### src/rtl/dmem_arbiter_pkg.sv
// Shared definitions for the two-port data-memory arbiter.
//   state_t    : arbiter FSM states (IDLE, RESP)
//   port_idx_t : one-bit requester index (0 = core LSU, 1 = debug/loader)
//   addr_error : flags a misaligned or out-of-range byte address
package dmem_arb_pkg;

    localparam int DEF_ADDR_WIDTH = 10;
    localparam int DEF_DATA_WIDTH = 32;

    typedef enum logic {
        IDLE = 1'b0,
        RESP = 1'b1
    } state_t;

    typedef logic port_idx_t;

    // Word accesses only: low two bits must be zero, and the address must
    // fall inside the 2**aw byte memory.
    function automatic logic addr_error(input logic [31:0] addr, input int unsigned aw);
        logic out_of_range;
        out_of_range = (addr >> aw) != 32'd0;
        return (addr[1:0] != 2'b00) || out_of_range;
    endfunction

endpackage

### src/rtl/dmem_arbiter_if.sv
// Bundle of the two requester ports and the Data_memory bus.
//   reqN_*     : request from port N (valid/write/addr/wdata in, ready out)
//   respN_*    : one-cycle response pulse with error flag and load data
//   mem_*      : direct connection to Data_memory (one-cycle read latency)
// Handshake: a request transfers on the rising edge where reqN_valid and
// reqN_ready are both 1; the requester holds addr/write/wdata stable until
// then. respN_valid is a single-cycle pulse with no back-pressure.
interface dmem_arb_if import dmem_arb_pkg::*; #(
    parameter int DATA_WIDTH = DEF_DATA_WIDTH
);
    logic                  req0_valid;
    logic                  req0_write;
    logic [31:0]           req0_addr;
    logic [DATA_WIDTH-1:0] req0_wdata;
    logic                  req0_ready;
    logic                  resp0_valid;
    logic                  resp0_err;
    logic [DATA_WIDTH-1:0] resp0_rdata;

    logic                  req1_valid;
    logic                  req1_write;
    logic [31:0]           req1_addr;
    logic [DATA_WIDTH-1:0] req1_wdata;
    logic                  req1_ready;
    logic                  resp1_valid;
    logic                  resp1_err;
    logic [DATA_WIDTH-1:0] resp1_rdata;

    logic [31:0]           mem_address;
    logic [DATA_WIDTH-1:0] mem_write_data;
    logic                  mem_write;
    logic                  mem_read;
    logic [DATA_WIDTH-1:0] mem_read_data;

    // Arbiter side.
    modport slave (
        input  req0_valid, req0_write, req0_addr, req0_wdata,
        output req0_ready, resp0_valid, resp0_err, resp0_rdata,
        input  req1_valid, req1_write, req1_addr, req1_wdata,
        output req1_ready, resp1_valid, resp1_err, resp1_rdata,
        output mem_address, mem_write_data, mem_write, mem_read,
        input  mem_read_data
    );

    // Requester / memory-model side.
    modport master (
        output req0_valid, req0_write, req0_addr, req0_wdata,
        input  req0_ready, resp0_valid, resp0_err, resp0_rdata,
        output req1_valid, req1_write, req1_addr, req1_wdata,
        input  req1_ready, resp1_valid, resp1_err, resp1_rdata,
        input  mem_address, mem_write_data, mem_write, mem_read,
        output mem_read_data
    );

endinterface

### src/rtl/dmem_arbiter_rr_arbiter2.sv
// Two-way round-robin selector.
//   valid0_i, valid1_i : candidate requests
//   last_i             : port granted most recently
//   gnt_o              : one-hot grant (bit N = port N), 0 when nothing valid
module rr_arbiter2 import dmem_arb_pkg::*; (
    input  logic      valid0_i,
    input  logic      valid1_i,
    input  port_idx_t last_i,
    output logic [1:0] gnt_o
);

    // A lone requester always wins; on a tie the port not served last wins.
    always_comb begin
        gnt_o    = 2'b00;
        gnt_o[0] = valid0_i && (!valid1_i || (last_i == 1'b1));
        gnt_o[1] = valid1_i && (!valid0_i || (last_i == 1'b0));
    end

endmodule

### src/rtl/dmem_arbiter.sv
// Arbitrates two requesters onto a single-ported Data_memory.
//   clk, rst : clock, asynchronous active-high reset
//   bus      : requester ports, responses and the Data_memory bus
//   state_o  : current FSM state, for observation
// One access is in flight at a time: a grant in IDLE drives the memory bus
// combinationally that cycle, and the response pulse follows in RESP while
// the memory returns read data. Both ready lines are 0 in RESP, so accept
// and response never coincide.
module dmem_arbiter import dmem_arb_pkg::*; #(
    parameter int ADDR_WIDTH = DEF_ADDR_WIDTH,
    parameter int DATA_WIDTH = DEF_DATA_WIDTH
) (
    input  logic       clk,
    input  logic       rst,
    dmem_arb_if.slave  bus,
    output state_t     state_o
);

    state_t    state_q;
    port_idx_t last_q;
    logic [1:0] resp_valid_q;
    logic      err_q;
    logic      load_q;

    logic                  idle;
    logic [1:0]            gnt;
    logic                  gnt_any;
    logic                  sel_write;
    logic [31:0]           sel_addr;
    logic [DATA_WIDTH-1:0] sel_wdata;
    logic                  sel_err;
    logic                  mem_go;

    // Gating with rst keeps every output at 0 while reset is held.
    assign idle = (state_q == IDLE) && !rst;

    rr_arbiter2 u_rr (
        .valid0_i (bus.req0_valid && idle),
        .valid1_i (bus.req1_valid && idle),
        .last_i   (last_q),
        .gnt_o    (gnt)
    );

    assign gnt_any   = |gnt;
    assign sel_write = gnt[1] ? bus.req1_write : bus.req0_write;
    assign sel_addr  = gnt[1] ? bus.req1_addr  : bus.req0_addr;
    assign sel_wdata = gnt[1] ? bus.req1_wdata : bus.req0_wdata;
    assign sel_err   = addr_error(sel_addr, ADDR_WIDTH);
    assign mem_go    = gnt_any && !sel_err;

    assign bus.req0_ready     = gnt[0];
    assign bus.req1_ready     = gnt[1];
    assign bus.mem_address    = mem_go ? sel_addr : 32'd0;
    assign bus.mem_write_data = mem_go ? sel_wdata : {DATA_WIDTH{1'b0}};
    assign bus.mem_write      = mem_go && sel_write;
    assign bus.mem_read       = mem_go && !sel_write;

    always_ff @(posedge clk or posedge rst) begin
        if (rst) begin
            state_q      <= IDLE;
            last_q       <= 1'b1;   // port 0 wins the first tie
            resp_valid_q <= 2'b00;
            err_q        <= 1'b0;
            load_q       <= 1'b0;
        end else begin
            case (state_q)
                IDLE: begin
                    if (gnt_any) begin
                        state_q      <= RESP;
                        last_q       <= gnt[1];
                        resp_valid_q <= gnt;
                        err_q        <= sel_err;
                        load_q       <= !sel_write;
                    end
                end
                RESP: begin
                    state_q      <= IDLE;
                    resp_valid_q <= 2'b00;
                    err_q        <= 1'b0;
                    load_q       <= 1'b0;
                end
                default: state_q <= IDLE;
            endcase
        end
    end

    // mem_read_data is valid in RESP because the memory was read on the
    // grant edge; stores and errors return zero.
    assign bus.resp0_valid = resp_valid_q[0];
    assign bus.resp1_valid = resp_valid_q[1];
    assign bus.resp0_err   = resp_valid_q[0] && err_q;
    assign bus.resp1_err   = resp_valid_q[1] && err_q;
    assign bus.resp0_rdata = (resp_valid_q[0] && !err_q && load_q) ? bus.mem_read_data : {DATA_WIDTH{1'b0}};
    assign bus.resp1_rdata = (resp_valid_q[1] && !err_q && load_q) ? bus.mem_read_data : {DATA_WIDTH{1'b0}};

    assign state_o = state_q;

endmodule

### src/flat_wrapper.sv
// flat-port wrapper written by rule: the top's interface ports become plain ports
module dmem_arbiter_flat import dmem_arb_pkg::*;
#(
    parameter int ADDR_WIDTH = DEF_ADDR_WIDTH,
    parameter int DATA_WIDTH = DEF_DATA_WIDTH
)
  (clk, rst, state_o, bus_req0_valid, bus_req0_write, bus_req0_addr, bus_req0_wdata, bus_req0_ready, bus_resp0_valid, bus_resp0_err, bus_resp0_rdata, bus_req1_valid, bus_req1_write, bus_req1_addr, bus_req1_wdata, bus_req1_ready, bus_resp1_valid, bus_resp1_err, bus_resp1_rdata, bus_mem_address, bus_mem_write_data, bus_mem_write, bus_mem_read, bus_mem_read_data);
  dmem_arb_if #(.DATA_WIDTH(DATA_WIDTH)) bus_i ();
  input  logic clk;
  input  logic rst;
  output state_t state_o;
  input wire logic [$bits(bus_i.req0_valid)-1:0] bus_req0_valid;
  input wire logic [$bits(bus_i.req0_write)-1:0] bus_req0_write;
  input wire logic [$bits(bus_i.req0_addr)-1:0] bus_req0_addr;
  input wire logic [$bits(bus_i.req0_wdata)-1:0] bus_req0_wdata;
  output wire logic [$bits(bus_i.req0_ready)-1:0] bus_req0_ready;
  output wire logic [$bits(bus_i.resp0_valid)-1:0] bus_resp0_valid;
  output wire logic [$bits(bus_i.resp0_err)-1:0] bus_resp0_err;
  output wire logic [$bits(bus_i.resp0_rdata)-1:0] bus_resp0_rdata;
  input wire logic [$bits(bus_i.req1_valid)-1:0] bus_req1_valid;
  input wire logic [$bits(bus_i.req1_write)-1:0] bus_req1_write;
  input wire logic [$bits(bus_i.req1_addr)-1:0] bus_req1_addr;
  input wire logic [$bits(bus_i.req1_wdata)-1:0] bus_req1_wdata;
  output wire logic [$bits(bus_i.req1_ready)-1:0] bus_req1_ready;
  output wire logic [$bits(bus_i.resp1_valid)-1:0] bus_resp1_valid;
  output wire logic [$bits(bus_i.resp1_err)-1:0] bus_resp1_err;
  output wire logic [$bits(bus_i.resp1_rdata)-1:0] bus_resp1_rdata;
  output wire logic [$bits(bus_i.mem_address)-1:0] bus_mem_address;
  output wire logic [$bits(bus_i.mem_write_data)-1:0] bus_mem_write_data;
  output wire logic [$bits(bus_i.mem_write)-1:0] bus_mem_write;
  output wire logic [$bits(bus_i.mem_read)-1:0] bus_mem_read;
  input wire logic [$bits(bus_i.mem_read_data)-1:0] bus_mem_read_data;
  assign bus_i.req0_valid = bus_req0_valid;
  assign bus_i.req0_write = bus_req0_write;
  assign bus_i.req0_addr = bus_req0_addr;
  assign bus_i.req0_wdata = bus_req0_wdata;
  assign bus_req0_ready = bus_i.req0_ready;
  assign bus_resp0_valid = bus_i.resp0_valid;
  assign bus_resp0_err = bus_i.resp0_err;
  assign bus_resp0_rdata = bus_i.resp0_rdata;
  assign bus_i.req1_valid = bus_req1_valid;
  assign bus_i.req1_write = bus_req1_write;
  assign bus_i.req1_addr = bus_req1_addr;
  assign bus_i.req1_wdata = bus_req1_wdata;
  assign bus_req1_ready = bus_i.req1_ready;
  assign bus_resp1_valid = bus_i.resp1_valid;
  assign bus_resp1_err = bus_i.resp1_err;
  assign bus_resp1_rdata = bus_i.resp1_rdata;
  assign bus_mem_address = bus_i.mem_address;
  assign bus_mem_write_data = bus_i.mem_write_data;
  assign bus_mem_write = bus_i.mem_write;
  assign bus_mem_read = bus_i.mem_read;
  assign bus_i.mem_read_data = bus_mem_read_data;
  dmem_arbiter #(.ADDR_WIDTH(ADDR_WIDTH), .DATA_WIDTH(DATA_WIDTH)) u_core (.clk(clk), .rst(rst), .bus(bus_i), .state_o(state_o));
endmodule
### config.mk
export PLATFORM = sky130hd
export DESIGN_NAME = dmem_arbiter_flat
export DESIGN_NICKNAME = d
export VERILOG_FILES = /design/src/rtl/dmem_arbiter_pkg.sv /design/src/rtl/dmem_arbiter_if.sv /design/src/rtl/dmem_arbiter_rr_arbiter2.sv /design/src/rtl/dmem_arbiter.sv /design/src/flat_wrapper.sv
export SDC_FILE = /design/constraint.sdc
export NUM_CORES = 1
export LEC_CHECK = 0
export ABC_CLOCK_PERIOD_IN_PS = 2100
export BUFFER_PORTS_ARGS = -buffer_cell sky130_fd_sc_hd__buf_2
export CAP_MARGIN = 5
export CELL_PAD_IN_SITES_DETAIL_PLACEMENT = 1
export CELL_PAD_IN_SITES_GLOBAL_PLACEMENT = 2
export CORE_ASPECT_RATIO = 1.5
export CORE_MARGIN = 2
export CORE_UTILIZATION = 11
export CTS_CLUSTER_DIAMETER = 50
export DETAILED_ROUTE_END_ITERATION = 8
export PLACE_DENSITY_LB_ADDON = 0.1
export SLEW_MARGIN = 10
export SYNTH_ARGS = -nofsm -noshare
export SYNTH_HDL_FRONTEND = slang
export SYNTH_SLANG_ARGS = --single-unit
### constraint.sdc
create_clock -name clk -period 2.1 [get_ports clk]
set_input_delay 0.42 -clock clk [delete_from_list [all_inputs] [get_ports clk]]
set_output_delay 0.42 -clock clk [all_outputs]
set_load 0.05 [all_outputs]
==> results of run 1 <==
synth_stat cells, drive strengths merged, types with 3 or more instances:
cell     n  area (um2)
inv      3        11.3
nor3    41         405
nor4     7        56.3
mux2i   41         414
nor2     3        11.3
or4      5        37.5
nand2    3        11.3
clkbuf  10        37.5
buf     34         272
dfrtp    5         125
and2    66         413
state kept, by name, summed over array words and instances (netlist names):
| name | cells |
|---|---|
| u_core.state_o | 1 |
| u_core.err_q | 1 |
| u_core.last_q | 1 |
| u_core.resp_valid_q | 2 |
| u_core.load_q | 1 |
layer usage:
| metal | global-route usage | share of wire |
|---|---|---|
| met1 | 0.0969 | 0.32 |
| met2 | 0.215 | 0.59 |
| met3 | 0.0256 | 0.090 |
| met4 | 0.0111 | 0.0040 |
| met5 | 0 | 0 |
what timing repair did:
item                       CTS  global route
buffers inserted             0             4
setup endpoints to repair   43            43
pin swaps                    3             9
resized for setup           94             8
gates cloned                 2             2
area by class of cell:
class / instances / area, um2
repair buffers: 310 / 2090
flip-flops and latches: 6 / 153
fillers: 2157 / 13200
clock buffers: 4 / 78.8
well taps: 217 / 272
multi-input cells: 211 / 1940
inverters: 3 / 11.3
where the power goes:
group | internal (mW) | total, mW | switching [mW]
Sequential | 0.135 | 0.150 | 0.0147
Combinational | 0.249 | 0.681 | 0.433
Clock | 0.252 | 0.324 | 0.0715
worst max-delay path, stage by stage:
cell,delay (ns)
buf_6,0.09
or4_4,0.52
a211o_1,0.25
o22a_4,0.28
buf_16,0.20
nor3_4,0.21
buf_6,0.18
final timing paths:
| kind | endpoint | cells past startpoint |
|---|---|---|
| max in group asynchronous | u_core.last_q | 3 |
| setup / recovery | bus_mem_address[7] | 7 |
| hold reg to reg | u_core.resp_valid_q[0] | 1 |
| hold / removal | u_core.load_q | 3 |
| setup reg to reg | u_core.err_q | 5 |
| min in group clk | u_core.resp_valid_q[0] | 1 |
cell families (layout without fill, tap and decap cells):
kind of cell    after synthesis  after routing  share of synthesized area
mux                          42             43                      0.215
buf+inv                      47            317                      0.162
simple gates                134            134                      0.504
other cells                   1             24                    0.00189
compound gates               10             10                     0.0411
flops                         6              6                     0.0764
cells in the final DEF, fill, tap and decap left out, types with 2 or more instances in the layout:
cell,count
buf_16,3
buf_4,16
or4_1,2
and2_1,66
inv_1,3
nor2_1,3
o21ai_0,2
buf_6,50
o2111ai_1,2
nand2_1,2
mux2i_1,40
and3b_1,2
clkbuf_16,4
nor3_4,41
buf_2,233
buf_12,6
nor4_1,5
dfrtp_1,4
or4_4,3
nor4_4,2
conb_1,24
mux2i_4,2
nand2b_1,2
a21o_1,2
==> impl_metrics.json, run 1 <==
{
  "status": "finished, violations left",
  "violations": "negative setup slack",
  "syn-cell-area_um2": 1980,
  "power.total_mw": 1.16,
  "pwr_density_cell_nw_per_um2": 254,
  "drt_iter0_drc": 23,
  "post-place-ws_ns": -0.600,
  "fin_nets": 701,
  "wl_um": 10700,
  "final_util": 0.255,
  "critPathMaxFanout": 12,
  "ctsRootBufferMaster": "clkbuf_16",
  "ys_seq_area_frac": 0.0764,
  "initial_core_util": 0.111,
  "cp-startpoint": "bus_req0_addr[12]",
  "gp_congestion": 0.702,
  "num_vias": 2847,
  "synth_edf_count": 0,
  "cellLeakagePower_nw": 2.82,
  "worstPathRequired_ns": 1.68,
  "synthFlopType": "dfrtp_1",
  "ys_ff_latch": 6,
  "dpl-instance-area_um2": 4010,
  "hold_buffers": 0,
  "final_hold_viol_count": 0,
  "final_cells": 751,
  "maxCapViolations": 0,
  "fmax_ghz": 0.386,
  "drcViolationCount": 0,
  "cp.arrival_ns": 2.17,
  "grt.total_usage": 0.101,
  "synthArstFlopShare": 1.00,
  "first_pass_iters": 5,
  "netlist_instances": 240,
  "path_clk_slew_ns": 0.04,
  "timing.rr.start": "u_core.state_o",
  "ios": 303,
  "clock_sinks": 6,
  "cts.path.max_buffers": 2,
  "finalInstanceArea_um2": 4550,
  "clk_latency_ns": 0.23,
  "n_antenna_cell": 0,
  "cp-start-kind": "input pin",
  "routedWlPerCell_um": 14.2,
  "fin_ws_ns": -0.490,
  "area_growth_syn_to_layout_pct": 130,
  "cts_made_buffers": 3,
  "rrSetupSlack_ns": 0.32,
  "maxSlewViolCount": 0,
  "die_w_um": 114,
  "rsz0062_at_grt": "yes",
  "tns_ns": -19.05,
  "core_area_um2": 17800,
  "drive_above_1_share": 0.691,
  "overflow": 0,
  "grt_pass1_vias": 3026,
  "skew_ns": 0.00385,
  "hpwl_um": 8980,
  "fp.dieH_um": 168,
  "fin_crit_sh": 1.23,
  "finalSetupViolCount": 43,
  "antenna_found_initial": 0,
  "crit_type": "in -> out",
  "cts_tree": "yes",
  "htreeDepth": 1,
  "yosysWarnings": 0,
  "port_buffers": 278,
  "holdWs_ns": 0.248,
  "fin_crit_ns": 2.59,
  "hp-class": "in -> async",
  "grt_max_degree": 33,
  "netlist-cell-type-count": 33,
  "grt_pass1_wl_um": 15500,
  "dieArea_um2": 19100,
  "worstSetupEndpointType": "output port",
  "viasPerCell": 3.79,
  "fp-row-count": 60,
  "ant_nets": 0,
  "synth.avg_cell_area_um2": 8.25,
  "ir_worst_vdd_mv": 0.183,
  "place_inst": 739
}
Power figures use the tool's default switching activity.
==> run 2, diff against run 1 <==
--- a/config.mk
+++ b/config.mk
@@ -15,7 +15,7 @@
 export CORE_UTILIZATION = 11
 export CTS_CLUSTER_DIAMETER = 50
 export DETAILED_ROUTE_END_ITERATION = 8
-export PLACE_DENSITY_LB_ADDON = 0.1
+export PLACE_DENSITY_LB_ADDON = 0.3
 export SLEW_MARGIN = 10
 export SYNTH_ARGS = -nofsm -noshare
 export SYNTH_HDL_FRONTEND = slang
==> impl_metrics.json, run 2 (same netlist as run 1, synthesis figures left out) <==
{
  "status": "finished, violations left",
  "violations": "negative setup slack",
  "grt.total_usage": 0.101,
  "port_buffers": 278,
  "pwr_density_cell_nw_per_um2": 261,
  "cp.arrival_ns": 2.14,
  "slew_headroom": 0.641,
  "largest_reg_flops": 2,
  "drive_above_1_share": 0.688,
  "final_hold_viol_count": 0,
  "critPathMaxFanout": 16,
  "cts_tree": "yes",
  "worstPathRequired_ns": 1.68,
  "fmax_ghz": 0.391,
  "final_common_cell": "buf_2",
  "rsz0062_at_grt": "yes",
  "final_cell_mix": "buf_2 (230), and2_1 (66), buf_6 (50)",
  "n_antenna_cell": 0,
  "ios": 303,
  "num_vias": 2827,
  "area_growth_syn_to_layout_pct": 124,
  "hpwl_um": 9070,
  "top_register": "u_core.resp_valid_q",
  "fp.dieH_um": 168,
  "cts.path.max_buffers": 2,
  "viasPerCell": 3.81,
  "drt_iter0_drc": 42,
  "gp_congestion": 0.770,
  "cp-start-kind": "input pin",
  "grt_pass1_vias": 2999,
  "skew_ns": 0.00267,
  "path_clk_slew_ns": 0.03,
  "core_area_um2": 17800,
  "fin_crit_sh": 1.22,
  "crit_type": "in -> out",
  "ir_worst_vdd_mv": 0.206,
  "maxSlewViolCount": 0,
  "maxCapViolations": 0,
  "htreeDepth": 1,
  "hp-class": "in -> async",
  "grt_max_degree": 33,
  "fin_crit_ns": 2.56,
  "first_pass_iters": 3,
  "dieArea_um2": 19100,
  "routedWlPerCell_um": 13.7,
  "die_w_um": 114,
  "grt_pass1_wl_um": 15200,
  "fp-row-count": 60,
  "overflow": 0,
  "final_cells": 742,
  "antenna_found_initial": 0,
  "place_inst": 737,
  "worstSetupEndpointType": "output port",
  "fin_nets": 692,
  "fin_ws_ns": -0.461,
  "clock_sinks": 6,
  "holdWs_ns": 0.262,
  "initial_core_util": 0.111,
  "finalSetupViolCount": 42,
  "tightest_slew_ns": 0.532,
  "ant_nets": 0,
  "cellLeakagePower_nw": 2.77,
  "drcViolationCount": 0,
  "rr_worst_depth": 5,
  "clk_latency_ns": 0.23,
  "wl_um": 10200,
  "cts_made_buffers": 3,
  "tns_ns": -17.89,
  "ctsRootBufferMaster": "clkbuf_16"
}
run 2: cell count changes in the layout (fill, tap and decap cells not counted):
cell	delta
mux2i_2	+1
buf_4	-2
nand2_2	-1
a211oi_4	+1
buf_16	-3
buf_12	+1
mux2i_1	-1
buf_2	-3
buf_8	-1
nand2_4	+1
a211oi_2	-1
mux2i_4	-1
run 2: cell type report:
type                    count  area (um2)
inverters                   3        11.3
flip-flops and latches      6         153
repair buffers            302        1980
well taps                 217         272
clock buffers               4        78.8
multi-input cells         210        1930
fillers                  2163       13400
run 2: path summary, 6_finish.rpt:
check / start / end / slack (ns)
min: rst / u_core.load_q / 0.26
max reg2reg: u_core.state_o / u_core.err_q / 0.40
min in group clk: u_core.resp_valid_q[0] / u_core.resp_valid_q[0] / 0.57
min reg2reg: u_core.resp_valid_q[0] / u_core.resp_valid_q[0] / 0.57
max in group asynchronous: rst / u_core.last_q / 1.58
max: bus_req0_addr[12] / bus_mem_address[5] / -0.46
run 2: critical path, cell delays in order:
cell,delay [ns]
buf_6,0.09
or4_4,0.51
a211o_1,0.24
o22a_4,0.27
buf_12,0.21
nor3_4,0.20
buf_6,0.18
run 2: metal layers:
layer  vias to the layer above  track usage  wire length, um
met5                         -            0                0
met2                       200        0.210             5800
met3                         4       0.0306             1130
met1                      1253       0.0906             3140
met4                         0       0.0270              104
li1                       1370            -                -
run 2: power by group:
part | total (mW) | internal [mW] | switching [mW]
Clock | 0.314 | 0.252 | 0.0622
Sequential | 0.156 | 0.135 | 0.0207
Combinational | 0.689 | 0.249 | 0.439
run 2: what timing repair did:
item,4_1_cts,5_1_grt
pin swaps,1,1
hold buffers,0,0
gates resized for setup,93,4
cloned,0,1
endpoints found under the setup margin,43,68
buffers inserted,0,0
run 2: through the flow:
stage	util	setup WS, ns	total power [mW]	cell area [um2]
3_3_place_gp	0.225	-0.535	0.834	4000
6_report	0.249	-0.461	1.16	4430
4_1_cts	0.246	-0.459	1.17	4380
2_1_floorplan	-	-0.430	0.603	2420
5_1_grt	0.249	-0.540	1.23	4430
3_5_place_dp	0.225	-0.550	0.841	4000
==> run 3, diff against run 2 <==
--- a/config.mk
+++ b/config.mk
@@ -15,6 +15,7 @@
 export CORE_UTILIZATION = 11
 export CTS_CLUSTER_DIAMETER = 50
 export DETAILED_ROUTE_END_ITERATION = 8
+export GPL_TIMING_DRIVEN = 0
 export PLACE_DENSITY_LB_ADDON = 0.3
 export SLEW_MARGIN = 10
 export SYNTH_ARGS = -nofsm -noshare
==> impl_metrics.json, run 3 (same netlist as run 1, synthesis figures left out) <==
{
  "cts_tree": "yes",
  "post-place-ws_ns": -0.751,
  "hp-class": "in -> async",
  "fp-row-count": 60,
  "cp-start-kind": "input pin",
  "violations": "negative setup slack",
  "clk_latency_ns": 0.23,
  "rrSetupSlack_ns": 0.46,
  "r2r_end": "u_core.err_q",
  "skew_ns": 0.00212,
  "fmax_ghz": 0.385,
  "grt_pass1_vias": 3172,
  "drt_iter0_drc": 32,
  "ctsRootBufferMaster": "clkbuf_16",
  "cts_made_buffers": 3,
  "fin_crit_ns": 2.60,
  "grt_max_degree": 11,
  "grt_pass1_wl_um": 15900,
  "wl_um": 10800,
  "maxSlewViolCount": 0,
  "fin_crit_sh": 1.24,
  "finalSetupViolCount": 42,
  "ios": 303,
  "initial_core_util": 0.111,
  "rr_worst_depth": 6,
  "grt.total_usage": 0.105,
  "area_growth_syn_to_layout_pct": 139,
  "final_common_cell": "buf_2",
  "htreeDepth": 1,
  "fin_ws_ns": -0.497,
  "worstPathRequired_ns": 1.68,
  "final_cell_mix": "buf_2 (226), and2_1 (66), buf_6 (52)",
  "fin_nets": 723,
  "pwr_density_cell_nw_per_um2": 252,
  "tightest_slew_ns": 0.511,
  "first_pass_iters": 4,
  "tns_ns": -19.17,
  "hold_buffers": 0,
  "path_clk_slew_ns": 0.03,
  "drcViolationCount": 0,
  "rsz0062_at_grt": "yes",
  "clock_sinks": 6,
  "worstSetupEndpointType": "output port",
  "routedWlPerCell_um": 14.0,
  "core_area_um2": 17800,
  "maxCapViolations": 0,
  "cp-startpoint": "bus_req0_addr[12]",
  "n_antenna_cell": 0,
  "top_register": "u_core.resp_valid_q",
  "crit_type": "in -> out",
  "drive_above_1_share": 0.709,
  "dieArea_um2": 19100,
  "final_hold_viol_count": 0,
  "gp_congestion": 0.827,
  "timing.rr.start": "u_core.state_o",
  "die_w_um": 114,
  "critPathMaxFanout": 10,
  "cts.path.max_buffers": 2,
  "num_vias": 2966,
  "overflow": 0,
  "largest_reg_flops": 2,
  "cellLeakagePower_nw": 2.95,
  "crit_end": "bus_mem_write_data[25]",
  "viasPerCell": 3.84,
  "status": "finished, violations left",
  "slew_headroom": 0.656,
  "ant_nets": 0,
  "port_buffers": 277,
  "ir_worst_vdd_mv": 0.206,
  "antenna_found_initial": 1,
  "fp.dieH_um": 168,
  "cp.arrival_ns": 2.18,
  "hpwl_um": 9520
}
-- run 3: through the flow --
| step | area, um2 | util | power, mW | std cells | hold WS [ns] |
|---|---|---|---|---|---|
| finish | 4730 | 0.266 | 1.19 | 773 | 0.153 |
| floorplan | 2420 | - | 0.603 | 263 | 0.210 |
| global placement | 4080 | 0.229 | 0.839 | 757 | 0.373 |
| detailed placement | 4080 | 0.229 | 0.852 | 757 | 0.381 |
| CTS | 4640 | 0.261 | 1.20 | 771 | 0.156 |
| global route | 4730 | 0.266 | 1.26 | 773 | 0.178 |
-- run 3: cell type report --
class | count | area [um2]
repair buffers | 289 | 1880
fillers | 2178 | 13100
plain buffers | 44 | 408
well taps | 217 | 272
flip-flops and latches | 6 | 153
inverters | 3 | 13.8
clock buffers | 4 | 78.8
multi-input cells | 210 | 1930
-- run 3: how the worst min path moves through the flow --
stage	startpoint	endpoint	slack, ns
after floorplan	rst	u_core.err_q	0.21
after global placement	rst	u_core.load_q	0.37
after detailed placement	rst	u_core.load_q	0.38
after CTS	rst	u_core.load_q	0.16
after global routing	rst	u_core.load_q	0.18
final	rst	u_core.load_q	0.15
-- run 3: critical path, stage by stage --
cell and delay (ns):
buf_6 0.09, or4_4 0.52, a211o_1 0.23, o22a_1 0.17, buf_6 0.16, buf_6 0.19
nor3_4 0.21, buf_6 0.18
-- run 3: routing by layer --
layer / track usage / routed length (um) / up-vias / part of all wire
met5: 0 / 11 / - / 0.0010
met4: 0.0265 / 175 / 2 / 0.016
met3: 0.0335 / 1160 / 10 / 0.11
met2: 0.223 / 6280 / 201 / 0.58
met1: 0.0887 / 3170 / 1327 / 0.29
li1: - / - / 1426 / -
-- run 3: what timing repair did --
item | CTS | global route
endpoints found under the setup margin | 103 | 103
gates resized for setup | 116 | 15
cloned | 2 | 2
buffers inserted | 8 | 0
pin swaps | 10 | 17
-- run 3: power breakdown --
group          internal (mW)  switching [mW]  total [mW]  leakage, nW
sequential             0.135          0.0236       0.159       0.0718
combinational          0.272           0.444       0.716         2.84
clock                  0.252          0.0649       0.317       0.0382
total                  0.659           0.533        1.19         2.95
